[src/rtl/timer_bank_pkg.sv]
// Shared codes, limits, lap entry type and BCD helpers for timer_bank.
// Used by timer_bank and bcd_time_channel.
package timer_bank_pkg;

    localparam logic [1:0] FIELD_MIN  = 2'b00;
    localparam logic [1:0] FIELD_SEC  = 2'b01;
    localparam logic [1:0] FIELD_MS10 = 2'b10;
    localparam logic [1:0] FIELD_NONE = 2'b11;

    localparam logic [7:0] BCD_MAX_SEC = 8'h59;
    localparam logic [7:0] BCD_MAX_99  = 8'h99;

    localparam logic MODE_STOPWATCH = 1'b0;
    localparam logic MODE_COUNTDOWN = 1'b1;

    typedef struct packed {
        logic [7:0] ch;
        logic [7:0] min;
        logic [7:0] sec;
        logic [7:0] ms_10;
    } lap_entry_t;

    function automatic logic [7:0] bcd_inc(
        input logic [7:0] v,
        input logic [7:0] max
    );
        if (v == max) return 8'h00;
        if (v[3:0] == 4'd9) return {v[7:4] + 4'd1, 4'd0};
        return {v[7:4], v[3:0] + 4'd1};
    endfunction

    function automatic logic [7:0] bcd_dec(
        input logic [7:0] v,
        input logic [7:0] max
    );
        if (v == 8'h00) return max;
        if (v[3:0] == 4'd0) return {v[7:4] - 4'd1, 4'd9};
        return {v[7:4], v[3:0] - 4'd1};
    endfunction

endpackage

[src/rtl/timer_bank_channel.sv]
// One BCD time channel: value, run/mode/time-out state, count step
// and field edit. Commands arrive already gated to this channel.
module bcd_time_channel
    import timer_bank_pkg::*;
(
    input  logic       clk,
    input  logic       rst,
    input  logic       tick,
    input  logic       clear,
    input  logic       mode_tgl,
    input  logic       start_stop,
    input  logic       up,
    input  logic       down,
    input  logic [1:0] target,
    output logic [7:0] min,
    output logic [7:0] sec,
    output logic [7:0] ms_10,
    output logic       running,
    output logic       time_out,
    output logic       mode,
    output logic       zero
);

    logic [7:0] nxt_min;
    logic [7:0] nxt_sec;
    logic [7:0] nxt_ms;
    logic       nxt_zero;
    logic       adj;
    logic [7:0] edit_val;
    logic [7:0] edit_max;
    logic [7:0] edit_res;

    assign zero = (min == 8'h00) && (sec == 8'h00) && (ms_10 == 8'h00);
    assign nxt_zero = ({nxt_min, nxt_sec, nxt_ms} == 24'h0);
    assign adj = (mode == MODE_COUNTDOWN) && (up ^ down)
              && (target != FIELD_NONE);

    always_comb begin
        nxt_min = min;
        nxt_sec = sec;
        nxt_ms  = ms_10;
        if (mode == MODE_STOPWATCH) begin
            nxt_ms = bcd_inc(ms_10, BCD_MAX_99);
            if (ms_10 == BCD_MAX_99) begin
                nxt_sec = bcd_inc(sec, BCD_MAX_SEC);
                if (sec == BCD_MAX_SEC) nxt_min = bcd_inc(min, BCD_MAX_99);
            end
        end else if (!zero) begin
            nxt_ms = bcd_dec(ms_10, BCD_MAX_99);
            if (ms_10 == 8'h00) begin
                nxt_sec = bcd_dec(sec, BCD_MAX_SEC);
                if (sec == 8'h00) nxt_min = bcd_dec(min, BCD_MAX_99);
            end
        end
    end

    always_comb begin
        edit_val = ms_10;
        edit_max = BCD_MAX_99;
        unique case (target)
            FIELD_MIN: edit_val = min;
            FIELD_SEC: begin
                edit_val = sec;
                edit_max = BCD_MAX_SEC;
            end
            default: ;
        endcase
        edit_res = up ? bcd_inc(edit_val, edit_max)
                      : bcd_dec(edit_val, edit_max);
    end

    always_ff @(posedge clk) begin
        if (rst) begin
            min      <= 8'h00;
            sec      <= 8'h00;
            ms_10    <= 8'h00;
            running  <= 1'b0;
            time_out <= 1'b0;
            mode     <= MODE_STOPWATCH;
        end else if (clear) begin
            min      <= 8'h00;
            sec      <= 8'h00;
            ms_10    <= 8'h00;
            running  <= 1'b0;
            time_out <= 1'b0;
        end else if (mode_tgl && !running) begin
            mode     <= ~mode;
            min      <= 8'h00;
            sec      <= 8'h00;
            ms_10    <= 8'h00;
            time_out <= 1'b0;
        end else if (running) begin
            // a stop on the same edge still takes this tick's step
            if (tick) begin
                min   <= nxt_min;
                sec   <= nxt_sec;
                ms_10 <= nxt_ms;
                if (mode == MODE_COUNTDOWN && nxt_zero) begin
                    running  <= 1'b0;
                    time_out <= 1'b1;
                end
            end
            if (start_stop) running <= 1'b0;
        end else if (start_stop) begin
            if (!(mode == MODE_COUNTDOWN && zero)) begin
                running  <= 1'b1;
                time_out <= 1'b0;
            end
        end else if (adj) begin
            unique case (target)
                FIELD_MIN: min   <= edit_res;
                FIELD_SEC: sec   <= edit_res;
                default:   ms_10 <= edit_res;
            endcase
        end
    end

endmodule

[src/rtl/timer_bank.sv]
// Multi-channel BCD stopwatch/countdown bank with shared lap FIFO.
// Lap FIFO is built only when TIMER_BANK_LAP_EN is defined.
module timer_bank
    import timer_bank_pkg::*;
#(
    parameter int CHANNELS  = 2,
    parameter int CW        = (CHANNELS > 1) ? $clog2(CHANNELS) : 1,
    parameter int LAP_DEPTH = 4
) (
    input  logic                       clk,
    input  logic                       rst,
    input  logic                       tick_i,
    input  logic [CW-1:0]              sel_i,
    input  logic                       start_stop_i,
    input  logic                       clear_i,
    input  logic                       lap_i,
    input  logic                       mode_i,
    input  logic                       field_i,
    input  logic                       up_i,
    input  logic                       down_i,
    input  logic                       lap_rd_i,
    output logic [7:0]                 min_o,
    output logic [7:0]                 sec_o,
    output logic [7:0]                 ms_10_o,
    output logic [1:0]                 target_o,
    output logic [CHANNELS-1:0]        running_o,
    output logic [CHANNELS-1:0]        time_out_o,
    output logic [CHANNELS-1:0]        mode_o,
    output logic [7:0]                 lap_min_o,
    output logic [7:0]                 lap_sec_o,
    output logic [7:0]                 lap_ms_10_o,
    output logic [CW-1:0]              lap_ch_o,
    output logic [$clog2(LAP_DEPTH):0] lap_count_o,
    output logic                       lap_ovf_o
);

    logic [CW-1:0]       sel_q;
    logic [CW-1:0]       sel_eff;
    logic [1:0]          target_q;
    logic [7:0]          ch_min [CHANNELS];
    logic [7:0]          ch_sec [CHANNELS];
    logic [7:0]          ch_ms  [CHANNELS];
    logic [CHANNELS-1:0] ch_zero;
    logic                s_run;
    logic                s_mode;
    logic                s_zero;
    logic                mode_go;
    logic                start_go;
    logic                field_go;

    // out-of-range selections keep the previous channel
    assign sel_eff = (int'(sel_i) < CHANNELS) ? sel_i : sel_q;

    for (genvar i = 0; i < CHANNELS; i++) begin : g_ch
        logic hit;
        assign hit = (int'(sel_eff) == i);
        bcd_time_channel u_ch (
            .clk        (clk),
            .rst        (rst),
            .tick       (tick_i),
            .clear      (clear_i & hit),
            .mode_tgl   (mode_i & hit),
            .start_stop (start_stop_i & hit),
            .up         (up_i & hit),
            .down       (down_i & hit),
            .target     (target_q),
            .min        (ch_min[i]),
            .sec        (ch_sec[i]),
            .ms_10      (ch_ms[i]),
            .running    (running_o[i]),
            .time_out   (time_out_o[i]),
            .mode       (mode_o[i]),
            .zero       (ch_zero[i])
        );
    end

    assign s_run  = running_o[sel_eff];
    assign s_mode = mode_o[sel_eff];
    assign s_zero = ch_zero[sel_eff];

    assign mode_go  = !clear_i && mode_i && !s_run;
    assign start_go = !clear_i && !mode_go && start_stop_i && !s_run
                   && !(s_mode == MODE_COUNTDOWN && s_zero);
    assign field_go = !clear_i && !mode_go && !start_stop_i && field_i
                   && (s_mode == MODE_COUNTDOWN) && !s_run;

    always_ff @(posedge clk) begin
        if (rst) begin
            sel_q    <= '0;
            target_q <= FIELD_NONE;
        end else begin
            sel_q <= sel_eff;
            if ((sel_eff != sel_q) || mode_go || start_go) begin
                target_q <= FIELD_NONE;
            end else if (field_go) begin
                target_q <= target_q + 2'd1;
            end
        end
    end

    assign target_o = target_q;
    assign min_o    = ch_min[sel_q];
    assign sec_o    = ch_sec[sel_q];
    assign ms_10_o  = ch_ms[sel_q];

`ifdef TIMER_BANK_LAP_EN
    localparam int AW = $clog2(LAP_DEPTH);

    lap_entry_t    lap_mem [LAP_DEPTH];
    lap_entry_t    push_entry;
    lap_entry_t    head;
    logic [AW-1:0] rd_ptr;
    logic [AW-1:0] wr_ptr;
    logic [AW:0]   lap_cnt;
    logic          lap_ovf;
    logic          push;
    logic          push_ok;
    logic          pop;
    logic          full;
    logic [7:0]    unused_ch_hi;

    assign full    = (lap_cnt == (AW+1)'(LAP_DEPTH));
    assign pop     = lap_rd_i && (lap_cnt != '0);
    assign push    = lap_i && (s_mode == MODE_STOPWATCH);
    assign push_ok = push && (!full || pop);

    always_comb begin
        push_entry = '0;
        push_entry.ch[CW-1:0] = sel_eff;
        push_entry.min   = ch_min[sel_eff];
        push_entry.sec   = ch_sec[sel_eff];
        push_entry.ms_10 = ch_ms[sel_eff];
    end

    always_ff @(posedge clk) begin
        if (push_ok) lap_mem[wr_ptr] <= push_entry;
    end

    always_ff @(posedge clk) begin
        if (rst) begin
            rd_ptr  <= '0;
            wr_ptr  <= '0;
            lap_cnt <= '0;
            lap_ovf <= 1'b0;
        end else begin
            if (push_ok) wr_ptr <= wr_ptr + AW'(1);
            if (pop) rd_ptr <= rd_ptr + AW'(1);
            if (push_ok && !pop) begin
                lap_cnt <= lap_cnt + (AW+1)'(1);
            end else if (pop && !push_ok) begin
                lap_cnt <= lap_cnt - (AW+1)'(1);
            end
            if (push && !push_ok) lap_ovf <= 1'b1;
        end
    end

    assign head         = (lap_cnt == '0) ? '0 : lap_mem[rd_ptr];
    assign unused_ch_hi = head.ch;
    assign lap_min_o    = head.min;
    assign lap_sec_o    = head.sec;
    assign lap_ms_10_o  = head.ms_10;
    assign lap_ch_o     = head.ch[CW-1:0];
    assign lap_count_o  = lap_cnt;
    assign lap_ovf_o    = lap_ovf;
`else
    logic unused_lap;

    assign unused_lap  = ^{lap_i, lap_rd_i};
    assign lap_min_o   = '0;
    assign lap_sec_o   = '0;
    assign lap_ms_10_o = '0;
    assign lap_ch_o    = '0;
    assign lap_count_o = '0;
    assign lap_ovf_o   = 1'b0;
`endif

endmodule

[config.mk]
export PLATFORM = sky130hd
export DESIGN_NAME = timer_bank
export DESIGN_NICKNAME = d
export VERILOG_FILES = /design/src/rtl/timer_bank_pkg.sv /design/src/rtl/timer_bank_channel.sv /design/src/rtl/timer_bank.sv
export SDC_FILE = /design/constraint.sdc
export NUM_CORES = 1
export LEC_CHECK = 0
export ABC_AREA = 1
export CORE_ASPECT_RATIO = 1.2
export CORE_MARGIN = 1.5
export CORE_UTILIZATION = 55
export CTS_BUF_LIST = sky130_fd_sc_hd__clkbuf_2
export CTS_CLUSTER_DIAMETER = 60
export DETAILED_ROUTE_END_ITERATION = 7
export PLACE_DENSITY = 0.88
export SLEW_MARGIN = 25
export SYNTH_ARGS = -nofsm -noshare
export SYNTH_HDL_FRONTEND = slang
export SYNTH_HIERARCHICAL = 1
export SYNTH_SLANG_ARGS = --single-unit
[constraint.sdc]
create_clock -name clk -period 2.49 [get_ports clk]
set_input_delay 0.747 -clock clk [delete_from_list [all_inputs] [get_ports clk]]
set_output_delay 0.747 -clock clk [all_outputs]
set_load 0.02 [all_outputs]
* Word-level counts from Yosys, hierarchy flattened
Index checks and enable logic that the tools add are counted. W data, S select, Z words.
Storage, ports and cells: latch bits 0, flip-flop bits (word level) 57, output and inout port bits 61, memories kept 0, ROM bits 0, memory bits (writable) 0
Operators by class: eq/ne operators 29, magnitude comparators 2, muxes and demuxes 268, reductions and logical operators 77, div/mod/pow operators 0, add/subtract/negate cells 33, bitwise operators 18, multiply operators 0, shift-type cells 0
Operator list (count):
- $mux W8 | 130
- $mux W1 | 136
- $add A4 B1 Y4 const B | 16
- $logic_not A8 Y1 | 8
- $sub A4 B1 Y4 const B | 16
- $logic_not A24 Y1 | 2
- $eq A4 B4 Y1 const B | 8
- $eq A8 B8 Y1 const B | 4
- $logic_not A4 Y1 | 8
- $pmux W8 S2 | 2
- $reduce_and A4 Y1 | 8
- $logic_and A1 B1 Y1 | 25
- $eq A8 B7 Y1 const B | 2
- $eq A8 B8 Y1 | 2
- $reduce_bool A2 Y1 | 8
- $ne A2 B2 Y1 const B | 7
- $and A1 B1 Y1 | 10
- $ne A2 B1 Y1 const B | 4
- $reduce_or A2 Y1 | 4
- $logic_not A1 Y1 | 7
- $reduce_or A3 Y1 | 2
- $not A1 Y1 | 5
- $reduce_and A2 Y1 | 2
- $add A2 B1 Y2 const B | 1
- other kinds (8) | 10

* Longest topological paths before layout
depth after elaboration 23, gate-level depth with buffers 18, mapped depth without buffers 18

* Hierarchy
Netlist, hierarchy kept.
By module, submodules not included:
- bcd_time_channel (g_ch[0].u_ch) | sequential area each 540.5 µm², area each 3860.0 µm², cells each 628, times used 1
- bcd_time_channel (g_ch[1].u_ch) | sequential area each 540.5 µm², area each 3709.8 µm², cells each 612, times used 1
- timer_bank | sequential area each 60.1 µm², area each 873.3 µm², cells each 175, times used 1

* Worst setup path after synthesis
Ideal clock, no wire load.
path type input -> register, start point input port sel_i, end point register g_ch[1].u_ch.sec[7], data arrival time 2449 ps, slack -81 ps, library setup time 122 ps, path buffers 3, stages 12, path through buf_6 > buf_2 > nand2_1 > inv_1 > clkbuf_1 > nor2_1 > a21oi_1 > a32oi_1 > a21oi_1 > inv_1 > a21oi_1 > a21oi_2
Between the ends: longest elaborated chain between the ends 6
Ends and longest elaborated chain:
- start, declared | line timer_bank.sv:13 | input logic [CW-1:0] sel_i,
- $and A1 B1 Y1, on equally long branches | line timer_bank.sv:64, timer_bank.sv:65
- $mux W8 / $xor A1 B1 Y1 (equally long branches) | line timer_bank_channel.sv:68, timer_bank_channel.sv:35
- $mux W8 / $logic_and A1 B1 Y1 (equally long branches) | line timer_bank_channel.sv:110, timer_bank_channel.sv:35
- $mux W8 / $logic_and A1 B1 Y1 (equally long branches) | line timer_bank_channel.sv:109, timer_bank_channel.sv:36
- $mux W8 / $reduce_bool A2 Y1 (equally long branches)
- $mux W8 / $reduce_and A4 Y1 (equally long branches)
- end signal, assigned | line timer_bank_channel.sv:96 | sec <= nxt_sec;
- end signal, assigned | line timer_bank_channel.sv:112 | FIELD_SEC: sec <= edit_res;
- end, declared | line timer_bank_channel.sv:16 | output logic [7:0] sec,
Several ways; a longest one is shown, not always the timed one. The select of a mux whose other input is x is not followed. A chain may end at the register's enable or synchronous reset.

* Worst setup path after layout
start point register g_ch[1].u_ch.ms_10[4], end point register g_ch[1].u_ch.running
Between the ends: longest elaborated chain between the ends 13
Ends and longest elaborated chain:
- start, declared | line timer_bank_channel.sv:17 | output logic [7:0] ms_10,
- start signal, assigned | line timer_bank_channel.sv:97 | ms_10 <= nxt_ms;
- start signal, assigned | line timer_bank_channel.sv:113 | default: ms_10 <= edit_res;
- parallel branches: the longest is 12 deep, another holds $sub A4 B1 Y4
- $mux W1 * | line timer_bank_channel.sv:92 | end else if (running) begin
- end signal, assigned | line timer_bank_channel.sv:99 | running <= 1'b0;
- end signal, assigned | line timer_bank_channel.sv:103 | if (start_stop) running <= 1'b0;
- end signal, assigned | line timer_bank_channel.sv:106 | running <= 1'b1;
- end, declared | line timer_bank_channel.sv:18 | output logic running,
Mark *: on every way between the ends. The select of a mux whose other input is x is not followed.

==> results.ini <==
[worst_setup_path]
r2r_cells=16
rr_endpoint=g_ch[1].u_ch/running$_SDFFE_PP0N_
crit_start=g_ch[1].u_ch/ms_10[4]$_SDFFE_PP0P_
crit_end=g_ch[1].u_ch/running$_SDFFE_PP0N_
critPathMaxFanout=5
worst_ep_required_time_ns=2.90
start_kind=flip-flop
r2r-start=g_ch[1].u_ch/ms_10[4]$_SDFFE_PP0P_
worstPathArrival_ns=2.91
timing.setup.critical_path_class=reg -> reg
crit_path_end_kind=flip-flop
reg2reg_slack_ns=-0.02

[finish]
antenna_cells=0
final_common_cell=nand2_1
mostFrequentLayoutCells=nand2_1, buf_4, nand3_1, inv_1, nor2_1
nNetsFinal=1654
syn2layout_area_growth_pct=21.2
fillCellCount=1307
drive_above_1_share_pct=22.4
instances_no_fill=1801
final_area_mm2=0.0102

[route]
first_iter_violations=1201
drc_errors=0
dr.pass1.iters=8
final_antenna_net_count=0
vias=10600
wl_per_cell_um=17.4
finalWirelength_mm=31.4
vias_per_cell=5.90

[placement]
place.gp.congestion=1.06
hpwlAfterDp_mm=23.6
detailed_place.area_mm2=0.00982
dp_cells=1759
port_buffers=41
preCtsSetupSlack_ns=-0.267

[synth]
yosysWarnings=6
yosysTopAreaCell=nand2_1
ys_ff_latch=57
synth_area_leaders=nand2_1, dfxtp_1, nand3_1
syn-mean-instance-area_um2=5.97
seq_area_frac_synth_pct=13.5
synthesis.instances=1415
netlist_area_mm2=0.00844
synth_top_area_share_pct=17.1
synth_cell_types=56

[run_status]
violations=setup timing
status=complete, but fails checks

[global_route]
antenna_found_initial=0
grt_overflow=0
grt_pass1_wl_mm=46.7
grt_pass1_vias=9546
grt_max_degree=28
grtUsageTotal_pct=36.5

[die]
dieHeight_um=139
core_mm2=0.0150
die_area_mm2=0.0161
die_x_um=116
io_pins=73
rows=49
start_util_pct=56.2

[cts]
cts_buffer_depth=2
clk_pin_slew_ns=0.18
clock-sinks=57
clock-root-buffer=clkbuf_2
hold_buffers=0
htreeDepth=3
clk_latency_ns=0.51
cts_inserted_buffers=9
cts_tree=done

[flow_run]
cap_violations=0

[min_path]
holdCritPathClass=reg -> reg
min-delay-start=g_ch[0].u_ch/time_out$_SDFFE_PP0P_

[sta]
worst_slew_margin_rel_pct=60.4
final_max_slew_viol_count=0
timing.final.crit_share_pct=101
fin_hold_ws_ns=0.500
hold_viol=0
fmax_ghz=0.399
finClkSkew_ns=0.0252
setup_ws_ns=-0.0164
fin_crit_ns=2.51
setup_tns_ns=-0.0164
tightestPinTransition_ns=0.593
setup_viol_count_final=1
rsz0062_at_grt=true

[power_and_ir_drop]
power_density_mw_per_mm2=229
p_leak_nw=5.40
peakVddDrop_mv=0.196

[worst max-delay path, stage by stage, from the launching register on]
cell     delay, ns
dfxtp_2       0.38
inv_1         0.08
ha_1          0.16
nand3_2       0.22
nor2_8        0.28
buf_4         0.15
nand2_2       0.09
nand2_1       0.09
nand2_1       0.07
a21oi_2       0.22
nand3_1       0.14
nor2_1        0.11
nand2_1       0.07
nor2_2        0.12
nand3_1       0.09
nand2_1       0.07
a21oi_1       0.06
[timing repair]
| item | in CTS | in global routing |
|---|---|---|
| gates cloned | 0 | 3 |
| setup endpoints to repair | 26 | 25 |
| setup buffers | 0 | 23 |
| resized for setup | 39 | 34 |
| pin swaps | 0 | 16 |
[flip-flops by register name, indices dropped and copies added (netlist names)]
register and flops:
g_ch.u_ch/time_out 2, g_ch.u_ch/mode 2, g_ch.u_ch/ms_10 16, g_ch.u_ch/min 16, sel_q 1, target_o 2
g_ch.u_ch/sec 16, g_ch.u_ch/running 2
[per-stage QoR]
step / util [%] / power, mW
5_1_grt: 68.1 / 2.43
3_5_place_dp: 65.4 / 1.77
3_3_place_gp: 65.4 / 1.76
4_1_cts: 65.9 / 2.25
2_1_floorplan: - / 1.54
6_report: 68.1 / 2.35
[cell type report]
class                   instances  area [um2]  area share [%]
repair buffers                207        1640            16.1
inverters                     166         644            6.30
multi-input cells            1151        6440            63.0
clock buffers                   9        45.0           0.440
clock inverters                 7        37.5           0.367
flip-flops and latches         57        1160            11.4
well taps                     204         255            2.49
[power breakdown]
part,leakage [nW],internal (mW),total (mW),switching (mW)
Clock,0.0525,0.119,0.509,0.390
Combinational,4.88,0.304,0.900,0.595
Sequential,0.466,0.923,0.937,0.0143
Total,5.40,1.35,2.35,1.00
[how the worst min path moves through the flow]
| stage | endpoint | slack [ns] | cells after the start |
|---|---|---|---|
| 6_report | g_ch[0].u_ch/time_out$_SDFFE_PP0P_ | 0.50 | 2 |
| 3_3_place_gp | g_ch[1].u_ch/time_out$_SDFFE_PP0P_ | 0.46 | 2 |
| 3_5_place_dp | g_ch[1].u_ch/time_out$_SDFFE_PP0P_ | 0.47 | 2 |
| 5_1_grt | g_ch[0].u_ch/time_out$_SDFFE_PP0P_ | 0.52 | 2 |
| 2_1_floorplan | g_ch[1].u_ch/time_out$_SDFFE_PP0P_ | 0.52 | 2 |
| 4_1_cts | g_ch[1].u_ch/time_out$_SDFFE_PP0P_ | 0.49 | 2 |
[synthesized netlist by cell type, drive strengths merged]
library cell / instances
nand2: 413
nand3: 162
nor3: 20
o211ai: 15
ha: 50
o31ai: 3
or2: 5
xor2: 17
o22ai: 5
o221ai: 3
a22oi: 5
conb: 1
clkbuf: 18
nand4: 31
a21oi: 96
a32oi: 2
xnor2: 6
o21ai: 106
nand3b: 5
a31oi: 11
inv: 162
o21bai: 3
dfxtp: 57
a21boi: 1
nor2: 155
buf: 54
a32o: 1
clkinv: 4
o21a: 4
[metal layers]
layer	wire, um	global-route usage [%]	share of wire [%]
met1	11000	40.8	35
met4	2940	26.6	9.4
met2	14800	62.8	47
met3	2690	4.37	8.6
met5	0	0	0
[kinds of logic (layout without fill, tap and decap cells)]
logic type,after synthesis,in the layout,share of synthesized area (%)
buf+inv,238,389,13.2
compound gates,255,255,18.5
other cells,1,29,0.0444
xor+xnor,23,23,2.39
fa+ha+maj,50,50,7.41
flops,57,57,13.5
simple gates,791,794,44.9
Note: power is estimated with default switching activity, not from simulation.
